## config.mk

```make
export PLATFORM = sky130hd
export DESIGN_NAME = pw_tx_arbiter
export DESIGN_NICKNAME = d
export VERILOG_FILES = /design/src/rtl/pw_tx_arbiter.sv
export SDC_FILE = /design/constraint.sdc
export NUM_CORES = 1
export LEC_CHECK = 0
export BUFFER_PORTS_ARGS = -buffer_cell sky130_fd_sc_hd__buf_2
export CAP_MARGIN = 10
export CORE_MARGIN = 3
export CORE_UTILIZATION = 55
export DETAILED_ROUTE_END_ITERATION = 8
export HOLD_SLACK_MARGIN = 0.08
export MAX_ROUTING_LAYER = met4
export PLACE_DENSITY = 0.75
export REMOVE_ABC_BUFFERS = 1
export SLEW_MARGIN = 30
export SYNTH_ARGS = -nofsm -noshare
export SYNTH_HDL_FRONTEND = slang
export SYNTH_SLANG_ARGS = --single-unit
```

## constraint.sdc

```tcl
create_clock -name clock -period 2.8 [get_ports clock]
set_input_delay 0.14 -clock clock [delete_from_list [all_inputs] [get_ports clock]]
set_output_delay 0.14 -clock clock [all_outputs]
set_load 0.03 [all_outputs]
```

## src/rtl/pw_tx_arbiter.sv

```systemverilog
// ---------------------------------------------------------------------------
// pw_tx_arbiter
//
// Purpose:
//   Shares one pulse-width coded serial line between two byte producers.
//   A round-robin arbiter picks a producer while the line is idle. The granted
//   byte is then sent LSB first. Each bit is a space (txd = 0) whose length
//   gives the bit value, followed by a fixed-length mark (txd = 1).
//
// Parameters:
//   ZERO_LEN  space length in clocks for a 0 bit (legal 2..7)
//   ONE_LEN   space length in clocks for a 1 bit (legal 11..15)
//   GAP_LEN   mark length in clocks after every bit (at least 20)
//
// Ports:
//   clock         system clock, all logic on the rising edge
//   reset_        synchronous, active-low reset
//   req0, req1    producer requests, held with stable data until acked
//   data0, data1  bytes offered by producer 0 / 1
//   ack0, ack1    one-cycle pulse when the producer's byte has been latched
//   txd           serial line, 1 = mark, 0 = space
//   busy          high for every cycle of a byte transmission
//   gnt           index of the producer being served (or last served)
// ---------------------------------------------------------------------------
module pw_tx_arbiter #(
    parameter int ZERO_LEN = 4,
    parameter int ONE_LEN  = 13,
    parameter int GAP_LEN  = 20
) (
    input  logic       clock,
    input  logic       reset_,
    input  logic       req0,
    input  logic       req1,
    input  logic [7:0] data0,
    input  logic [7:0] data1,
    output logic       ack0,
    output logic       ack1,
    output logic       txd,
    output logic       busy,
    output logic       gnt
);

    // Line states: waiting for a request, driving a space, driving a mark.
    typedef enum logic [1:0] {
        IDLE  = 2'd0,
        SPACE = 2'd1,
        MARK  = 2'd2
    } txState_t;

    txState_t   state_q,  state_d;
    logic [7:0] sh_q,     sh_d;
    logic [2:0] bitCnt_q, bitCnt_d;
    logic [7:0] cnt_q,    cnt_d;
    logic       rr_q,     rr_d;
    logic       gnt_q,    gnt_d;
    logic       txd_q,    txd_d;
    logic       busy_q,   busy_d;
    logic       ack0_q,   ack0_d;
    logic       ack1_q,   ack1_d;

    logic       grantIdx;
    logic [7:0] grantByte;

    // The pulse counter counts down to zero, so it is loaded with one less
    // than the number of cycles the pulse must last.
    function automatic logic [7:0] spaceLoad(input logic bitVal);
        return bitVal ? 8'(ONE_LEN - 1) : 8'(ZERO_LEN - 1);
    endfunction

    localparam logic [7:0] GapLoad = 8'(GAP_LEN - 1);

    // State register: every piece of state, including the registered line
    // outputs, updates here. Reset forces an idle, marking line and abandons
    // any partly sent byte.
    always_ff @(posedge clock) begin
        if (!reset_) begin
            state_q  <= IDLE;
            sh_q     <= 8'd0;
            bitCnt_q <= 3'd0;
            cnt_q    <= 8'd0;
            rr_q     <= 1'b0;
            gnt_q    <= 1'b0;
            txd_q    <= 1'b1;
            busy_q   <= 1'b0;
            ack0_q   <= 1'b0;
            ack1_q   <= 1'b0;
        end else begin
            state_q  <= state_d;
            sh_q     <= sh_d;
            bitCnt_q <= bitCnt_d;
            cnt_q    <= cnt_d;
            rr_q     <= rr_d;
            gnt_q    <= gnt_d;
            txd_q    <= txd_d;
            busy_q   <= busy_d;
            ack0_q   <= ack0_d;
            ack1_q   <= ack1_d;
        end
    end

    // Arbitration: a lone request wins outright; when both producers ask,
    // the round-robin pointer decides. Only meaningful in IDLE.
    always_comb begin
        grantIdx = 1'b0;
        if (req0 && req1) begin
            grantIdx = rr_q;
        end else if (req1) begin
            grantIdx = 1'b1;
        end
        grantByte = grantIdx ? data1 : data0;
    end

    // Next-state logic. Acks default low so each one lasts a single cycle.
    // The line value for the coming cycle is decided together with the state
    // change, so txd switches on exactly the edge that enters SPACE or MARK.
    always_comb begin
        state_d  = state_q;
        sh_d     = sh_q;
        bitCnt_d = bitCnt_q;
        cnt_d    = cnt_q;
        rr_d     = rr_q;
        gnt_d    = gnt_q;
        txd_d    = txd_q;
        busy_d   = busy_q;
        ack0_d   = 1'b0;
        ack1_d   = 1'b0;

        case (state_q)
            IDLE: begin
                txd_d = 1'b1;
                if (req0 || req1) begin
                    rr_d     = ~grantIdx;
                    gnt_d    = grantIdx;
                    sh_d     = grantByte;
                    bitCnt_d = 3'd0;
                    cnt_d    = spaceLoad(grantByte[0]);
                    ack0_d   = ~grantIdx;
                    ack1_d   = grantIdx;
                    busy_d   = 1'b1;
                    txd_d    = 1'b0;
                    state_d  = SPACE;
                end
            end

            SPACE: begin
                if (cnt_q == 8'd0) begin
                    txd_d   = 1'b1;
                    cnt_d   = GapLoad;
                    state_d = MARK;
                end else begin
                    cnt_d = cnt_q - 8'd1;
                end
            end

            MARK: begin
                if (cnt_q == 8'd0) begin
                    if (bitCnt_q == 3'd7) begin
                        busy_d  = 1'b0;
                        state_d = IDLE;
                    end else begin
                        // sh[1] is the bit that moves into position 0.
                        sh_d     = {1'b0, sh_q[7:1]};
                        bitCnt_d = bitCnt_q + 3'd1;
                        cnt_d    = spaceLoad(sh_q[1]);
                        txd_d    = 1'b0;
                        state_d  = SPACE;
                    end
                end else begin
                    cnt_d = cnt_q - 8'd1;
                end
            end

            default: begin
                txd_d   = 1'b1;
                busy_d  = 1'b0;
                state_d = IDLE;
            end
        endcase
    end

    // Outputs come straight from registers, so the line never glitches.
    always_comb begin
        txd  = txd_q;
        busy = busy_q;
        gnt  = gnt_q;
        ack0 = ack0_q;
        ack1 = ack1_q;
    end

endmodule
```

-- Word-level counts from Yosys, hierarchy flattened
Index checks and enable logic that the tools add are counted.
- bits in registers: 27
- bits of input ports: 20
- output and inout bits: 5
- word-level logic and storage cells: 68
- $add $sub $neg: 2
- equal/unequal tests: 9
- multiplexer cells: 32
- bitwise gates (word level): 2
- reduce and logical (&&, ||, !) cells: 13
- operator list (operator ; count):
    $mux 8 ; 8
    $pmux 8 s3 ; 1
    $pmux 8 s2 ; 1
    $reduce_and 3->1 ; 4
    $mux 1 ; 10
    $ne 2x2->1 const B ; 5
    $mux 3 ; 3
    $logic_not 8->1 ; 1
    $mux 4 ; 2
    $reduce_and 4->1 ; 2
    $sub 8x1->8 const B ; 1
    $mux 2 ; 3
    $pmux 1 s3 ; 2
    $pmux 2 s3 ; 1
    $pmux 3 s2 ; 1
    $add 3x1->3 const B ; 1
    $eq 3x3->1 const B ; 1
    $ne 3x3->1 const B ; 1
    $reduce_bool 3->1 ; 1
    $eq 2x1->1 const B ; 1
    $eq 2x2->1 const B ; 1
    $logic_not 2->1 ; 1
    $not 1->1 ; 2
    $reduce_and 2->1 ; 1
    3 further kinds ; 3

-- Longest topological paths before layout
- word-level depth: 6
- depth in mapped cells: 9
- depth with buffers taken out: 7

-- Worst setup path after synthesis
OpenSTA, ideal clock, no wires.
- kind: reg2reg
- start point: register cnt_q[0]
- end point: register sh_q[5]
- setup time: 119 ps
- arrival: 1997 ps
- data required time: 2681 ps
- slack: 684 ps
- stages on the path, launching flop included: 9
- buffers on the path: 2
- clock period less this slack: 2116 ps
- path through: dfxtp_1 > inv_1 > ha_1 > or3b_2 > or2_1 > buf_2 > buf_6 > o32a_1 > o221a_1
- word-level cells in the longest chain between the ends: 3
- RTL lines (element ; RTL line ; source):
    start: declaration ; 53 ; logic [7:0] cnt_q, cnt_d;
    start signal: assignment ; 91 ; cnt_q <= cnt_d;
    $logic_not 8->1 ; 156 ; if (cnt_q == 8'd0) begin
    $ne 2x2->1 (no line) ; -- ;
    $reduce_and 4->1 (no line) ; -- ;
    end signal: assignment ; 78 ; sh_q <= 8'd0;
    end signal: assignment ; 89 ; sh_q <= sh_d;
    end: declaration ; 51 ; logic [7:0] sh_q, sh_d;
Every way passes these cells.
A chain may end at the register's enable or synchronous reset.

-- Final worst setup path
- start point: register cnt_q[0]
- end point: register cnt_q[4]
- word-level cells in the longest chain between the ends: 3
- elaborated cells between the ends (all ways): 7
- those cells by class: add/sub: 1; eq/ne: 1; mux: 3; reduce/logical: 2
- RTL lines (element ; RTL line):
    $sub 8x1->8 / $logic_not 8->1 (equally long branches) ; --
    $mux 8 (tied with other cells) ; 156
    $pmux 8 s3 / $reduce_and 3->1 (equally long branches) ; --
Several ways; a longest one is shown, not always the timed one.

==> results.yml <==
power:
  p_switching_uw: 822
  finalPower_uw: 1780
  p_comb_share_pct: 59.6
  p_seq_share_pct: 31.9
  vdd.ir_drop.worst_uv: 720
  p_sw_share_pct: 46.1
  leakage_uw: 0.000692
  clockPowerShare_pct: 8.5
  p_per_area_nw_per_um2: 1050
  internal_power_uw: 961
detailed_routing:
  wl_per_cell_microns: 14.5
  drt-pass1-iter-count: 4
  vias: 1409
  postRouteAntennaNets: 0
  drt-total-wl_microns: 3420
  drc_errors: 0
  first_iter_violations: 57
  vias_per_cell: 5.97
grt:
  grt_pass1_wl_microns: 6130
  grt_overflow: 0
  antenna_found_initial: 0
  grt_pass1_vias: 1434
  grt_max_degree: 21
  track_usage_pct: 23.0
worst_setup_path:
  path_cells: "inv_1 -> ha_1 -> or3b_2 -> or2_1 -> o221ai_1 -> or3_1 -> a21oi_1"
  worst-path-buf-inv: 1
  crit_arrival_ns: 2.56
  timing.rr.end: "cnt_q[4]"
  critPathMaxFanout: 14
  r2r_setup_slack_ns: 0.42
  slowest_stage: "o221ai_1"
  start_kind: "flop"
  crit_type: "flop to flop"
  reg2reg_depth: 7
  startpoint: "cnt_q[0]"
  r2r_start: "cnt_q[0]"
  critPathMaxStageDelay_ns: 0.50
  end_kind: "flop"
  crit_family: "simple AND/OR/NAND/NOR gates"
  required_ns: 2.98
die:
  dieArea_sq_um: 3450
  chipHeight_microns: 58.7
  start_util_pct: 59.6
  io_pins: 25
  core-area_sq_um: 2570
  num_rows: 18
  die_x_microns: 58.7
synthesis:
  seq_area_frac_synth_pct: 34.0
  yosysUniqueCellTypes: 45
  synth_flop_cell: "dfxtp_1"
  synthTopCellsByCount: "26 x dfxtp_1, 22 x nand2_1, 19 x a21oi_1"
  yosys.area.top_type: "dfxtp_1"
  syn-instance-count: 184
  yosysTopAreaCellShare_pct: 34.0
  syn_area_sq_um: 1530
  synth_area_per_cell_sq_um: 8.31
  synth_edf_count: 0
  synthTopCellsByArea: "dfxtp_1 34%, ha_1 6.5%, a21oi_1 6.2%"
  synth-seq-cells: 26
  synth.most_common_cell: "dfxtp_1"
  synthArstFlopShare_pct: 0
  yosysWarnings: 0
clock_tree:
  worstSkewPairLatency_ns: 0.31
  root_buffer: "clkbuf_4"
  hold_buffers: 2
  clkTransAtPathRegs_ns: 0.13
  numCtsBuffers: 3
  cts_resized: 0
  tritoncts: "done"
  cts.sinks: 26
  cts_setup_buffers: 0
  cts_max_level: 1
  clock_path_buffers: 2
job:
  maxCapViolCount: 0
placement:
  post-place-ws_ns: 0.465
  placedInstanceArea_sq_um: 1660
  io_buffers: 24
  routabilityCongestion: 0.915
  hpwl_microns: 2620
final_layout:
  fin_nets: 236
  nFillCells: 227
  stdcell_area_sq_um: 1700
  multi_input_area_sq_um: 942
  final_util_pct: 66.2
  final-seq-area_sq_um: 520
  drive_gt1_share_pct: 21.4
  antennaDiodeCount: 0
  syn_to_final_growth_pct: 11.2
sta:
  finalHoldViolCount: 0
  fin_skew_ns: 0.00243
  post-route-min-period_ns: 2.38
  tightest_slew_ns: 0.654
  fmax_ghz: 0.420
  fin_crit_sh_pct: 85.1
  slew_headroom_pct: 56.3
  fin_tns_setup_ns: 0
  setup_violations: 0
  slew_viol_final: 0
  fin_ws_ns: 0.417
  rsz0062_at_grt: "no"
worst_hold_path:
  hold_path.class: "primary input to flop"
  holdPathEnd: "rr_q"
  min_delay_path_depth: 3
  worstHoldStart: "req0"
status:
  status: "finished clean"
[worst reg2reg max path, cell delays in order, from the launching register on]
cell,delay [ns]
dfxtp_1,0.38
inv_1,0.11
ha_1,0.15
or3b_2,0.47
or2_1,0.39
o221ai_1,0.50
or3_1,0.19
a21oi_1,0.06
[final cells by class]
type	instances	area share, %
tap	30	2.21
multi-input combinational	143	55.4
inverter	6	1.32
timing repair buffer	28	9.12
sequential	26	30.6
clock buffer	3	1.32
[power groups by stage]
stage               logic (uW)  clock network, uW  registers (uW)
floorplan                  757                  0             599
global placement          1020                  0             567
detailed placement        1050                  0             577
CTS                       1060                157             568
global route              1200                174             586
finish                    1060                151             569
[kinds of logic (layout without fill, tap and decap cells)]
family	after synthesis	in the layout	synth area share, %
compound gates	53	53	22.9
xor+xnor	3	3	1.72
fa+ha+maj	8	8	6.55
buf+inv	15	37	4.34
flops	26	26	34.0
mux	8	8	5.73
simple gates	71	71	24.7
[placed cells by master, fill, tap and decap left out, types with 2 or more instances in the layout]
| cell type | instances |
|---|---|
| a211oi_1 | 3 |
| a21oi_1 | 19 |
| and3_1 | 2 |
| buf_2 | 24 |
| buf_4 | 2 |
| clkbuf_4 | 3 |
| dfxtp_1 | 26 |
| dlygate4sd3_1 | 2 |
| ha_1 | 8 |
| inv_1 | 6 |
| mux2_2 | 6 |
| mux2i_1 | 2 |
| nand2_1 | 22 |
| nand2b_1 | 6 |
| nand3_1 | 5 |
| nand3b_1 | 3 |
| nor2_1 | 8 |
| nor2b_1 | 2 |
| nor3_1 | 4 |
| nor3b_1 | 4 |
| o211ai_1 | 6 |
| o21a_1 | 2 |
| o21ai_0 | 9 |
| o21ai_1 | 2 |
| o221a_2 | 4 |
| or2_2 | 2 |
| or3_1 | 4 |
| or3b_2 | 2 |
| xor2_1 | 2 |
[per-layer routing]
| layer | vias to the layer above | routed length, microns | track usage (%) |
|---|---|---|---|
| met5 | - | 0 | - |
| li1 | 712 | - | - |
| met3 | 6 | 149 | 2.63 |
| met4 | 0 | 50 | 7.77 |
| met1 | 658 | 1450 | 27.7 |
| met2 | 33 | 1770 | 39.6 |
[worst max path at each step]
stage	cells past startpoint	slack (ns)	end
6_report	7	0.42	cnt_q[4]
5_1_grt	7	0.22	cnt_q[4]
4_1_cts	7	0.44	cnt_q[5]
3_5_place_dp	7	0.47	cnt_q[4]
3_3_place_gp	7	0.55	cnt_q[4]
2_1_floorplan	7	0.73	cnt_q[4]
[per-stage QoR]
stage | instances | hold WS (ns)
after floorplan | 175 | 0.202
after global placement | 231 | 0.388
after detailed placement | 231 | 0.386
after CTS | 236 | 0.156
after global routing | 236 | 0.189
final | 236 | 0.147
[registers in the layout, summed over array words and instances (netlist names)]
register and flops:
ack1 1, state_q 2, busy 1, txd 1, sh_q 7, rr_q 1
ack0 1, cnt_q 8, bitCnt_q 3, gnt 1
No activity file was read; power rests on OpenSTA's default activity.
